==> src/rtl/instr_fetch.sv <==
// Instruction fetch/issue stage: reads instruction memory over req/ack, latches the IR,
// and issues one PC strobe per instruction. Halt or memory timeout parks the FSM until reset.
`timescale 1ns/1ps
module instr_fetch #(
  parameter int         IW      = 16,
  parameter logic [3:0] OP_HALT = 4'h0,
  parameter logic [3:0] OP_JMP  = 4'hE,
  parameter logic [3:0] OP_JZ   = 4'hF,
  parameter int         TIMEOUT = 15
) (
  input  logic          clk,
  input  logic          reset_n,
  input  logic          enable,
  input  logic [7:0]    ins_addr,
  output logic [7:0]    mem_addr,
  output logic          mem_req,
  input  logic          mem_ack,
  input  logic [IW-1:0] mem_data,
  input  logic          z_flag,
  input  logic          exec_busy,
  output logic [IW-1:0] ir,
  output logic          instr_valid,
  output logic          pc_inc,
  output logic          pc_load,
  output logic [7:0]    pc_target,
  output logic          halted,
  output logic          fetch_err
);

  localparam logic [2:0] IDLE  = 3'd0;
  localparam logic [2:0] REQ   = 3'd1;
  localparam logic [2:0] WAIT  = 3'd2;
  localparam logic [2:0] LATCH = 3'd3;
  localparam logic [2:0] ISSUE = 3'd4;
  localparam logic [2:0] STOP  = 3'd5;

  localparam logic [3:0] TO_LIMIT = 4'(TIMEOUT);

  logic [2:0]    state_q, state_d;
  logic [7:0]    addr_q, addr_d;
  logic          req_q, req_d;
  logic [IW-1:0] ir_q, ir_d;
  logic [3:0]    cnt_q, cnt_d;
  logic          valid_q, valid_d;
  logic          inc_q, inc_d;
  logic          load_q, load_d;
  logic [7:0]    target_q, target_d;
  logic          halted_q, halted_d;
  logic          err_q, err_d;

  logic [3:0] opcode;
  logic [3:0] cnt_inc;

  assign opcode  = ir_q[IW-1:IW-4];
  assign cnt_inc = cnt_q + 4'd1;

  always_comb begin
    state_d  = state_q;
    addr_d   = addr_q;
    req_d    = req_q;
    ir_d     = ir_q;
    cnt_d    = cnt_q;
    halted_d = halted_q;
    err_d    = err_q;
    // Strobes default low so every issue produces a single-cycle pulse.
    valid_d  = 1'b0;
    inc_d    = 1'b0;
    load_d   = 1'b0;
    target_d = 8'h00;

    case (state_q)
      IDLE: begin
        if (enable && !halted_q && !err_q) begin
          state_d = REQ;
          req_d   = 1'b1;
          addr_d  = ins_addr;
        end
      end
      REQ: begin
        state_d = WAIT;
        cnt_d   = 4'd0;
      end
      WAIT: begin
        // Ack wins over the timeout so an ack on the final allowed cycle is taken.
        if (mem_ack) begin
          ir_d    = mem_data;
          req_d   = 1'b0;
          state_d = LATCH;
        end else begin
          cnt_d = cnt_inc;
          if (cnt_inc == TO_LIMIT) begin
            err_d   = 1'b1;
            req_d   = 1'b0;
            state_d = STOP;
          end
        end
      end
      LATCH: begin
        state_d = ISSUE;
      end
      ISSUE: begin
        if (!exec_busy) begin
          valid_d = 1'b1;
          state_d = IDLE;
          if (opcode == OP_HALT) begin
            halted_d = 1'b1;
            state_d  = STOP;
          end else if ((opcode == OP_JMP) || ((opcode == OP_JZ) && z_flag)) begin
            load_d   = 1'b1;
            target_d = ir_q[7:0];
          end else begin
            inc_d = 1'b1;
          end
        end
      end
      STOP: begin
        req_d = 1'b0;
      end
      default: begin
        state_d = IDLE;
        req_d   = 1'b0;
      end
    endcase
  end

  always_ff @(posedge clk or negedge reset_n) begin
    if (!reset_n) begin
      state_q  <= IDLE;
      addr_q   <= 8'h00;
      req_q    <= 1'b0;
      ir_q     <= '0;
      cnt_q    <= 4'd0;
      valid_q  <= 1'b0;
      inc_q    <= 1'b0;
      load_q   <= 1'b0;
      target_q <= 8'h00;
      halted_q <= 1'b0;
      err_q    <= 1'b0;
    end else begin
      state_q  <= state_d;
      addr_q   <= addr_d;
      req_q    <= req_d;
      ir_q     <= ir_d;
      cnt_q    <= cnt_d;
      valid_q  <= valid_d;
      inc_q    <= inc_d;
      load_q   <= load_d;
      target_q <= target_d;
      halted_q <= halted_d;
      err_q    <= err_d;
    end
  end

  assign mem_addr    = addr_q;
  assign mem_req     = req_q;
  assign ir          = ir_q;
  assign instr_valid = valid_q;
  assign pc_inc      = inc_q;
  assign pc_load     = load_q;
  assign pc_target   = target_q;
  assign halted      = halted_q;
  assign fetch_err   = err_q;

endmodule

==> config.mk <==
export PLATFORM = sky130hd
export DESIGN_NAME = instr_fetch
export DESIGN_NICKNAME = d
export VERILOG_FILES = /design/src/rtl/instr_fetch.sv
export SDC_FILE = /design/constraint.sdc
export NUM_CORES = 1
export LEC_CHECK = 0
export BUFFER_PORTS_ARGS = -buffer_cell sky130_fd_sc_hd__buf_2
export CORE_MARGIN = 2
export CORE_UTILIZATION = 52
export CTS_BUF_LIST = sky130_fd_sc_hd__clkbuf_4 sky130_fd_sc_hd__clkbuf_8
export DETAILED_ROUTE_END_ITERATION = 6
export PLACE_DENSITY = 0.8
export SLEW_MARGIN = 5
export SYNTH_ARGS = -nofsm -noshare
export SYNTH_HDL_FRONTEND = slang
export SYNTH_SLANG_ARGS = --single-unit
==> constraint.sdc <==
create_clock -name clk -period 1.9 [get_ports clk]
set_clock_uncertainty 0.15 [all_clocks]
set_input_delay 0.57 -clock clk [delete_from_list [all_inputs] [get_ports clk]]
set_output_delay 0.57 -clock clk [all_outputs]
set_load 0.03 [all_outputs]
==> impl_metrics.toml <==
[status]
status = "completed"

[global_routing]
grt_max_degree = 46
grt_antenna_before_repair = 0
grt_pass1_wl_um = 6170
grt_pass1_vias = 1313
grt-ovfl-total = 0
track_usage_pct = 19.2

[layout]
fin_nets = 257
layout-drive-gt1-share_pct = 48.7
area_delta_synth_final_pct = 24.5
antennaDiodeCount = 0

[synthesis]
yosys_warnings = 0
synth_edf_count = 0
yosysMostFrequentCell = "dfrtp_1"
synthTopCellsByCount = "45 x dfrtp_1, 13 x mux2_2, 11 x mux2_4"
ys_types = 40
syn_nets = 185
syn_area_per_cell_um2 = 13.1
synth_top_area_cell = "dfrtp_1"
synth_top_area_share_pct = 56.2
synthCells = 153
yosys_register_bits = 45
netlist_area_um2 = 2000
async_flop_share_pct = 100
synth_ff_type = "dfrtp_1"
synth_area_leaders = "dfrtp_1 56%, mux2_4 8.3%, mux2_2 7.3%"
yosysSeqAreaShare_pct = 56.2

[timing]
setup_viol = 0
holdWs_ns = 0.0904
final.min_clock_period_ns = 1.83
period_share_pct = 96.5
finalWorstSetupSlack_ns = 0.0660
relSlewSlack_pct = 75.0
final_hold_viol_count = 0
slew_violations = 0
setup_tns_ns = 0
worst_pin_slew_ns = 0.373
grt_setup_unrepaired = "no"
max_freq_mhz = 545

[power_and_ir_drop]
ir_worst_vdd_uv = 904
swShare_pct = 41.9
p_int_mw = 2.37
pwr-share-seq_pct = 39.0
power_frac_comb_pct = 46.0
pwr-share-clk_pct = 15.0
switchingPower_mw = 1.71
power.density_nw_per_um2 = 1640
leakagePower_nw = 1.27

[floorplanning]
die_y_um = 66.0
floorplan.rows = 22
fp.coreArea_um2 = 3690
fp.dieW_um = 66.0
start_util_pct = 54.3
dieArea_um2 = 4360
ios = 68

[hold_path]
min_path_type = "input port to asynchronous set/reset pin"

[worst_setup_path]
path_common_cell = "a31o_2"
path_cells = "ha_1 -> nor2b_1 -> a31o_2 -> a41o_1 -> a31o_2"
arrival_ns = 1.87
critPathMaxStageDelay_ns = 0.46
cp_slowest_cell = "dfrtp_1"
critPathLaunchType = "flip-flop"
path_class = "flip-flop to flip-flop"
crit_fanout = 7
cp-end-kind = "flip-flop"
required_ns = 1.94

[clocking]
cts_tree = "yes"
insertion_delay_ns = 0.29
ctsResizeCount = 0
cts_root_buffer = "clkbuf_8"
cts_hold_buf = 0
cts_num_sinks = 45
path_clk_slew_ns = 0.08
cts_inserted_buffers = 5
htree_levels = 2
clk_path_buf_depth = 2
postCtsSetupBuffers = 0

[place]
place_congestion = 0.814
post-place-ws_ns = 0.102
portBuffers = 67
hpwlAfterDp_um = 2830

[flow_run]
cap_violations = 0

[drt]
via_count = 1428
drc = 0
drt_iter0_drc = 76
ant_nets = 0
drtPass1Iterations = 4
viasPerCell = 5.21
avgRoutedWirePerCell_um = 13.9
routed_wl_um = 3820
==> routing by layer <==
layer | routed length (µm) | up-vias | global-route usage (%)
met5 | 0 | - | 0
met3 | 253 | 7 | 5.62
met4 | 59 | 0 | 7.14
met2 | 1750 | 58 | 30.2
li1 | - | 685 | -
met1 | 1750 | 678 | 25.4
==> area by class of cell <==
class                      instances  area (µm²)
fill                             299        1200
sequential                        45        1130
multi-input combinational         95         790
timing repair buffer              72         398
clock buffer                       6        82.6
tap                               48        60.1
inverter                           6        22.5
clock inverter                     2        13.8
==> cells in the final DEF, fill, tap and decap left out, types with 2 or more instances in the layout <==
cell      count
nor3_1        3
or3_1         2
nor2b_1       3
o21a_1        2
and2_1       10
a31o_2        2
a22o_1        2
buf_4         3
nor4_1        3
ha_1          2
o21ai_0       8
nand2_1       6
and3_1        2
a21oi_1       6
clkbuf_8      6
xnor2_1       2
buf_12        2
mux2_2       13
buf_2        67
mux2_4       11
nor2_1        2
inv_1         6
dfrtp_1      45
==> cell families (layout without fill, tap and decap cells) <==
kind of cell | Yosys count | in the layout | share of synthesized area, %
AO/OA/AOI/OAI | 28 | 28 | 9.13
AND/OR/NAND/NOR | 39 | 39 | 12.6
adder cells (fa/ha/maj) | 2 | 2 | 1.25
XOR/XNOR | 2 | 2 | 0.875
flip-flops | 45 | 45 | 56.2
buffers and inverters | 13 | 86 | 4.31
multiplexers | 24 | 24 | 15.6
==> power by group through the flow <==
stage,combinational [mW],clock (mW),sequential [mW]
after floorplan,0.850,0,2.13
after global placement,1.86,0,1.59
after detailed placement,1.89,0,1.61
after CTS,1.90,0.627,1.59
after global routing,2.01,0.685,1.65
final,1.88,0.612,1.59
==> worst max-delay path, delay by kind of cell (launching register included) <==
kind	cells	cell delay, ns
compound gates	3	0.70
flops	1	0.46
fa+ha+maj	1	0.28
simple gates	1	0.16
==> final timing paths <==
kind                             start            to  slack (ns)  depth (start not counted)
max                           cnt_q[0]    state_q[0]        0.07                          5
min                            reset_n  pc_target[5]        0.09                          2
max reg2reg                   cnt_q[0]    state_q[0]        0.07                          5
min reg2reg                mem_addr[3]   mem_addr[3]        0.36                          1
max in group asynchronous      reset_n   mem_addr[1]        1.31                          2
min in group clk           mem_data[9]         ir[9]        0.35                          2
==> state kept, by name, summed over array words and instances, names as in the netlist, 3 cells and up <==
register   count
cnt_q          4
ir            16
mem_addr       8
pc_target      8
state_q        3
==> through the flow <==
step / util, % / std cells / cell area, µm² / power (mW)
after CTS: 67.6 / 274 / 2490 / 4.12
final: 67.6 / 274 / 2490 / 4.08
after global routing: 67.6 / 274 / 2490 / 4.34
after detailed placement: 65.0 / 266 / 2400 / 3.50
after global placement: 65.0 / 266 / 2400 / 3.46
after floorplan: - / 153 / 2000 / 2.98
No activity file was read; power rests on OpenSTA's default activity.
